==> src/rtl/hazard_scoreboard.sv <==
// Decode-side hazard scoreboard: tracks EX/MEM/WB destinations and
// raises stall for operands that cannot yet be forwarded.
//
// Parameters:
//   REG_INDEX_BIT_WIDTH - register index width (2^W registers)
//   CNT_BITS            - width of the saturating stall counter
// Ports:
//   clk, reset          - clock, asynchronous active-high reset
//   issueValid          - real instruction in decode
//   issueRd/WrtEn/IsLoad- destination info of the decode instruction
//   rs1/rs2, rs1Used/rs2Used - decode sources and their use flags
//   flush               - decode instruction killed this cycle
//   stall               - hold PC and decode (combinational)
//   pendingMask         - one-hot OR of rd over writer slots
//   stallCount          - saturating count of stall cycles
// Config macro: HAZARD_SCOREBOARD_FORWARDING_EN
//   defined   -> only load-use in EX stalls (MEM/WB are forwarded)
//   undefined -> full interlock against EX, MEM and WB writers
module hazard_scoreboard #(
  parameter int REG_INDEX_BIT_WIDTH = 4,
  parameter int CNT_BITS            = 16
) (
  input  logic                               clk,
  input  logic                               reset,
  input  logic                               issueValid,
  input  logic [REG_INDEX_BIT_WIDTH-1:0]     issueRd,
  input  logic                               issueWrtEn,
  input  logic                               issueIsLoad,
  input  logic [REG_INDEX_BIT_WIDTH-1:0]     rs1,
  input  logic [REG_INDEX_BIT_WIDTH-1:0]     rs2,
  input  logic                               rs1Used,
  input  logic                               rs2Used,
  input  logic                               flush,
  output logic                               stall,
  output logic [(1<<REG_INDEX_BIT_WIDTH)-1:0] pendingMask,
  output logic [CNT_BITS-1:0]                stallCount
);

  localparam int W = REG_INDEX_BIT_WIDTH;

  typedef struct packed {
    logic         valid;
    logic [W-1:0] rd;
    logic         wrt_en;
    logic         is_load;
  } slot_t;

  slot_t ex_q, ex_d;
  slot_t mem_q, mem_d;
  slot_t wb_q, wb_d;
  logic [CNT_BITS-1:0] cnt_q, cnt_d;

  function automatic logic src_hit(
    input slot_t        s,
    input logic [W-1:0] src,
    input logic         used
  );
    return used && s.valid && s.wrt_en && (s.rd == src);
  endfunction

  function automatic logic slot_hit(input slot_t s);
    return src_hit(s, rs1, rs1Used) || src_hit(s, rs2, rs2Used);
  endfunction

  logic hazard;

  always_comb begin
    hazard = 1'b0;
`ifdef HAZARD_SCOREBOARD_FORWARDING_EN
    // MEM and WB results are forwarded; only a load still in EX
    // has no value available yet.
    hazard = slot_hit(ex_q) && ex_q.is_load;
`else
    hazard = slot_hit(ex_q) || slot_hit(mem_q) || slot_hit(wb_q);
`endif
    // A killed or empty decode slot needs no operands.
    stall = hazard && issueValid && !flush;
  end

  always_comb begin
    pendingMask = '0;
    if (ex_q.valid && ex_q.wrt_en)
      pendingMask[ex_q.rd] = 1'b1;
    if (mem_q.valid && mem_q.wrt_en)
      pendingMask[mem_q.rd] = 1'b1;
    if (wb_q.valid && wb_q.wrt_en)
      pendingMask[wb_q.rd] = 1'b1;
  end

  always_comb begin
    wb_d  = mem_q;
    mem_d = ex_q;
    ex_d  = '0;
    if (issueValid && !stall && !flush) begin
      ex_d.valid   = 1'b1;
      ex_d.rd      = issueRd;
      ex_d.wrt_en  = issueWrtEn;
      ex_d.is_load = issueIsLoad;
    end
    cnt_d = cnt_q;
    if (stall && (cnt_q != {CNT_BITS{1'b1}}))
      cnt_d = cnt_q + 1'b1;
  end

  always_ff @(posedge clk or posedge reset) begin
    if (reset) begin
      ex_q  <= '0;
      mem_q <= '0;
      wb_q  <= '0;
      cnt_q <= '0;
    end else begin
      ex_q  <= ex_d;
      mem_q <= mem_d;
      wb_q  <= wb_d;
      cnt_q <= cnt_d;
    end
  end

  assign stallCount = cnt_q;

  // Load flags past EX carry no meaning for the hazard decision.
  logic unused_load_bits;
`ifdef HAZARD_SCOREBOARD_FORWARDING_EN
  assign unused_load_bits = ^{mem_q.is_load, wb_q.is_load};
`else
  assign unused_load_bits = ^{ex_q.is_load, mem_q.is_load,
                              wb_q.is_load};
`endif

endmodule

==> config.mk <==
export PLATFORM = sky130hd
export DESIGN_NAME = hazard_scoreboard
export DESIGN_NICKNAME = d
export VERILOG_FILES = /design/src/rtl/hazard_scoreboard.sv
export SDC_FILE = /design/constraint.sdc
export NUM_CORES = 1
export LEC_CHECK = 0
export CORE_MARGIN = 2
export CORE_UTILIZATION = 30
export DETAILED_ROUTE_END_ITERATION = 10
export HOLD_SLACK_MARGIN = 0.05
export PLACE_DENSITY = 0.51
export SKIP_LAST_GASP = 1
export SYNTH_ARGS = -nofsm -noshare
export SYNTH_HDL_FRONTEND = slang
export SYNTH_SLANG_ARGS = --single-unit
export TNS_END_PERCENT = 100
==> constraint.sdc <==
create_clock -name clk -period 2 [get_ports clk]
set_input_delay 0.4 -clock clk [delete_from_list [all_inputs] [get_ports clk]]
set_output_delay 0.4 -clock clk [all_outputs]
set_load 0.02 [all_outputs]
==> flow_summary_export.csv, run 1 <==
group,metric,value,unit
drt,routed_wl,6220,um
timing,fin_ws,-0.0890,ns
clock_network,clk_pin_slew,0.07,ns
setup_path,path_max_fanout,4,
min_path,hp-class,"register to register",
setup_path,cp_slowest_stage_delay,0.39,ns
cells_and_area,mostFrequentLayoutCells,"buf_4, nand2_1, xor2_1, dfrtp_1, clkdlybuf4s50_1",
yosys,synth_flop_cell,"dfrtp_1",
setup_path,path_buf_inv,2,
clock_network,cts-root-buf,"clkbuf_8",
power,p_per_area,449,nW/um^2
power,internal-power,0.00119,W
cells_and_area,fin_area,3470,um^2
yosys,yosysWarnings,0,
yosys,synthCells,231,
clock_network,clkLatencyLatePin,0.29,ns
floorplan,die_x,88.1,um
clock_network,cts_tree,"yes",
global_routing,grt_pass1_vias,1923,
timing,slew-limit-headroom,71.7,%
drt,vias_per_cell,4.87,
setup_path,r2r_cells,9,
cells_and_area,fin_nets,351,
drt,vias,2079,
floorplan,die_area,7760,um^2
setup_path,critPathLaunchType,"register",
timing,rsz0062_at_grt,"yes",
power,vdd_drop_max,269,uV
outcome,violations,"setup timing",
setup_path,crit_type,"register to register",
power,finalPower,0.00156,W
timing,hold_viol_final,0,
drt,first_pass_iters,4,
yosys,ys_types,32,
timing,final_min_period_over_clock_period,104,%
floorplan,rows,30,
yosys,netlist_area,2120,um^2
yosys,syn_avg_cell_area,9.18,um^2
timing,maxSlewViolCount,0,
timing,max_freq,0.479,GHz
global_routing,grt_pass1_wl,9710,um
outcome,run_status,"complete, but fails checks",
drt,drt.antenna.violating_nets,0,
clock_network,cts.sinks,34,
cells_and_area,fin_cells,427,
floorplan,start_util,31.0,%
clock_network,clockBufferDepth,2,
drt,drc_errors,0,
placement,gp_congestion,0.806,
setup_path,critPathArrivalTime,2.26,ns
placement,place_ws,-0.709,ns
min_path,whs_path_depth,0,
setup_path,critical-path-slowest-cell,"dfrtp_1",
cells_and_area,layout-drive-gt1-share,41.7,%
floorplan,chipHeight,88.1,um
cells_and_area,area_growth,63.4,%
placement,post_dp_cell_area,3030,um^2
global_routing,grt.total_usage,16.1,%
setup_path,critPathTopFamily,"simple AND/OR/NAND/NOR gates",
clock_network,cts_hold_buf,0,
yosys,syn-num-nets,252,
power,leakagePower,1.62,nW
power,combPwrFrac,13.9,%
power,clockPowerShare,39.3,%
placement,placedCellCount,409,
yosys,async_flop_share,100,%
drt,post_drt_wl_per_cell,14.6,um
yosys,seq_area_frac_synth,40.1,%
global_routing,grt.overflow.total,0,
yosys,synth_edf_count,0,
floorplan,io_pins,53,
timing,setup_violations,5,
cells_and_area,fin_util,50.7,%
global_routing,grt_max_degree,35,
clock_network,htree_num_levels,2,
setup_path,worst-path-stages,9,
timing,tightestPinTransition,0.425,ns
setup_path,critPathCaptureType,"register",
clock_network,cts_made_buffers,5,
setup_path,cp_cell_sequence,"buf_6 -> xor2_1 -> nor3_1 -> nand4_1 -> nand4_1 -> nor2_2 -> buf_6 -> or3_4 -> mux2_4",
placement,hpwlAfterDp,4440,um
power,switching_share,23.7,%
floorplan,core,6830,um^2
placement,io_buffers,51,
timing,fin_crit,2.09,ns
timing,skew,0.00735,ns
setup_path,cp.required,2.17,ns
drt,drt_iter0_markers,92,
power,p_sw,0.000369,W
global_routing,antenna_found_initial,0,
flow_run,maxCapViolCount,0,
power,power_frac_seq,46.8,%
cells_and_area,final_common_cell,"buf_4",
cells_and_area,n_antenna_cell,0,
yosys,ys_seq_elements,34,
==> path summary, 6_finish.rpt <==
check	startpoint	end	slack [ns]
worst max register to register	mem_q[4]	stallCount[1]	-0.09
max in group asynchronous	reset	wb_q[4]	1.16
worst max-delay path	mem_q[4]	stallCount[1]	-0.09
worst min register to register	ex_q[6]	mem_q[6]	0.38
min in group asynchronous	reset	stallCount[0]	0.50
worst min-delay path	ex_q[6]	mem_q[6]	0.38
==> cell families after synthesis <==
| group | count (synthesis) | synth area share [%] |
|---|---|---|
| and+or+nand+nor | 125 | 32.5 |
| muxes | 2 | 1.24 |
| AOI/OAI and AO/OA | 15 | 5.55 |
| adders and majority gates | 1 | 0.590 |
| buffers and inverters | 16 | 4.31 |
| xor gates and xnor gates | 38 | 15.7 |
| DFF | 34 | 40.1 |
==> registers in the layout, summed over array words and instances, names as in the netlist <==
name        cells
wb_q            6
mem_q           6
ex_q            6
stallCount     16
==> power groups by stage <==
stage	clock (W)	combinational (W)	sequential, W
3_3_place_gp	0	0.000196	0.000739
5_1_grt	0.000667	0.000237	0.000731
6_report	0.000612	0.000217	0.000729
2_1_floorplan	0	0.0000936	0.000734
4_1_cts	0.000628	0.000203	0.000726
3_5_place_dp	0	0.000195	0.000740
==> cell type report <==
cell class                 instances  area, um^2
clock buffer                       7        76.3
clock inverter                     1        30.0
fill                             650        3370
inverter                           4        15.0
multi-input combinational        181        1470
sequential                        34         861
tap                               96         120
timing repair buffer             104         895
==> through the flow <==
step / setup TNS (ns) / hold slack [ns]
CTS: -0.489 / 0.381
detailed placement: -10.75 / 0.358
global placement: -9.89 / 0.351
floorplan: -0.0578 / 0.347
finish: -0.265 / 0.380
global route: -1.49 / 0.407
==> what timing repair did <==
action / CTS / global route
setup buffers: 7 / 6
cloned: 0 / 1
gates resized for setup: 102 / 63
endpoints found under the hold margin: 0 / 0
pin swaps: 12 / 27
endpoints found under the setup margin: 30 / 33
==> layer usage <==
layer,routed length (um),global-route usage (%)
met5,0,0
met4,104,4.68
met3,371,3.49
met2,2800,23.6
met1,2950,23.8
==> synthesized netlist by cell type, types with 2 or more instances <==
cell type   n  area (um^2)
a22oi_1    11         82.6
a32oi_1     3         26.3
and2_1      2         12.5
and3_1      9         56.3
buf_2       4         20.0
buf_4       3         22.5
buf_6       2         22.5
clkbuf_1    3         11.3
dfrtp_1    34          851
inv_1       4         15.0
nand2_1    32          120
nand3_1    21          105
nand3b_1    3         22.5
nand4_1     9         56.3
nor2_1     11         41.3
nor2b_1     6         37.5
nor3_1     16         80.1
nor3b_1     4         30.0
nor4_2      4         50.1
nor4b_2     2         30.0
xnor2_1     8         70.1
xor2_1     30          263
Power figures use the tool's default switching activity.
==> run 2, diff against run 1 <==
CTS_BUF_LIST = sky130_fd_sc_hd__clkbuf_2   (was not set)
==> flow_summary_export.csv, run 2 (synthesis gave the netlist of run 1 again) <==
group,metric,value,unit
outcome,run_status,"complete, but fails checks",
outcome,violations,"setup timing",
cells_and_area,final_common_cell,"buf_4",
drt,vias,2092,
setup_path,critPathCaptureType,"output pin",
clock_network,clkLatencyLatePin,0.37,ns
floorplan,io_pins,53,
cells_and_area,fin_nets,354,
timing,timing.hold.ws,0.397,ns
timing,final_min_period_over_clock_period,113,%
setup_path,crit_type,"input pin to output pin",
global_routing,grt_use_met1,22.7,%
placement,io_buffers,51,
placement,hpwlAfterDp,4440,um
power,internal-power,0.00106,W
min_path,hp-class,"input pin to async pin",
global_routing,grt_use_met3,2.73,%
power,p_sw,0.000369,W
timing,tightestPinTransition,0.432,ns
power,clockPowerShare,31.4,%
cells_and_area,layout-drive-gt1-share,45.8,%
cells_and_area,num-fill-cells,607,
global_routing,grt_pass1_wl,9850,um
clock_network,htree_num_levels,2,
setup_path,cp.required,1.60,ns
clock_network,cts_hold_buf,0,
clock_network,clk_pin_slew,0.18,ns
clock_network,cts_made_buffers,5,
drt,vias_per_cell,4.87,
drt,post_drt_wl_per_cell,15.1,um
floorplan,core,6830,um^2
global_routing,grt_pass1_vias,2017,
placement,placedCellCount,409,
drt,drt_iter0_markers,123,
flow_run,maxCapViolCount,0,
placement,gp_congestion,0.806,
power,finalPower,0.00143,W
timing,setup_violations,18,
cells_and_area,largest_register_ffs,16,
timing,tns,-1.71,ns
floorplan,die_x,88.1,um
floorplan,start_util,31.0,%
global_routing,grt_busiest_layer,"met2",
floorplan,chipHeight,88.1,um
power,vdd_drop_max,233,uV
timing,slew-limit-headroom,71.2,%
clock_network,clockBufferDepth,2,
global_routing,grt_max_degree,35,
cells_and_area,n_antenna_cell,0,
timing,fin_crit,2.26,ns
global_routing,grt.total_usage,16.2,%
drt,routed_wl,6480,um
timing,fin_ws,-0.260,ns
drt,drc_errors,0,
power,combPwrFrac,17.6,%
drt,first_pass_iters,4,
power,switching_share,25.8,%
cells_and_area,mostFrequentLayoutCells,"buf_4, buf_6, xor2_1, clkdlybuf4s50_1, nand2_1",
timing,hold_viol_final,0,
timing,rsz0062_at_grt,"yes",
floorplan,die_area,7760,um^2
timing,max_freq,0.442,GHz
cells_and_area,fin_cells,430,
setup_path,path_max_fanout,3,
setup_path,critPathLaunchType,"input pin",
global_routing,use_met2,25.4,%
timing,maxSlewViolCount,0,
floorplan,rows,30,
global_routing,antenna_found_initial,0,
cells_and_area,area_growth,72.4,%
placement,place_ws,-0.709,ns
timing,skew,0.0213,ns
setup_path,rrSetupSlack,-0.23,ns
clock_network,cts-root-buf,"clkbuf_2",
clock_network,cts.sinks,34,
clock_network,cts_tree,"yes",
power,power_frac_seq,51.0,%
power,p_per_area,391,nW/um^2
drt,drt.antenna.violating_nets,0,
setup_path,critPathArrivalTime,1.86,ns
global_routing,grt.overflow.total,0,
power,leakagePower,1.72,nW
run 2: cell count changes in the layout (fill, tap and decap cells not counted), moves of 6 or more:
cell	previous run	this run
buf_2	7	1
buf_4	49	37
dlygate4sd2_1	8	2
clkbuf_2	0	7
buf_6	13	34
run 2: final timing paths:
kind | startpoint | to | cells past startpoint
min in group clk | ex_q[1] | mem_q[1] | 0
worst max register to register | wb_q[4] | stallCount[1] | 9
max in group asynchronous | reset | ex_q[2] | 3
worst min register to register | ex_q[1] | mem_q[1] | 0
worst max-delay path | rs1[0] | stall | 8
worst min-delay path | reset | stallCount[2] | 3
run 2: routing by layer:
metal	part of all wire [%]	up-vias
met3	4.7	13
met5	0	-
met2	47	65
li1	-	1020
met1	46	994
met4	1.6	0
run 2: stage by stage:
stage | instance area, um^2 | util [%]
after floorplan | 2150 | -
after global placement | 3030 | 44.3
after detailed placement | 3030 | 44.3
after CTS | 3330 | 48.8
after global routing | 3660 | 53.5
final | 3660 | 53.5
run 2: critical path, stage by stage:
cell and delay, ns:
clkdlybuf4s50_1 0.49, xor2_1 0.18, nor3_1 0.22, nand3_1 0.12, a21oi_2 0.14, nor2_2 0.07
nor2_1 0.09, buf_4 0.15
run 2: final cells by class:
class	count	area (um^2)	area share (%)
Multi-Input combinational cell	181	1560	42.6
Timing Repair Buffer	107	1030	28.2
Sequential cell	34	861	23.5
Tap cell	96	120	3.29
Clock buffer	7	35.0	0.958
Clock inverter	1	30.0	0.821
Inverter	4	20.0	0.548
run 2: timing repair:
action / in CTS / in global routing
setup buffers: 10 / 10
endpoints found under the setup margin: 30 / 36
pin swaps: 20 / 40
gates resized for setup: 133 / 81
cloned: 1 / 0
run 2: power by group through the flow:
stage / clock (W) / sequential (W) / combinational, W
2_1_floorplan: 0 / 0.000734 / 0.0000936
3_3_place_gp: 0 / 0.000739 / 0.000196
3_5_place_dp: 0 / 0.000740 / 0.000195
4_1_cts: 0.000463 / 0.000727 / 0.000217
5_1_grt: 0.000498 / 0.000732 / 0.000271
6_report: 0.000449 / 0.000729 / 0.000251
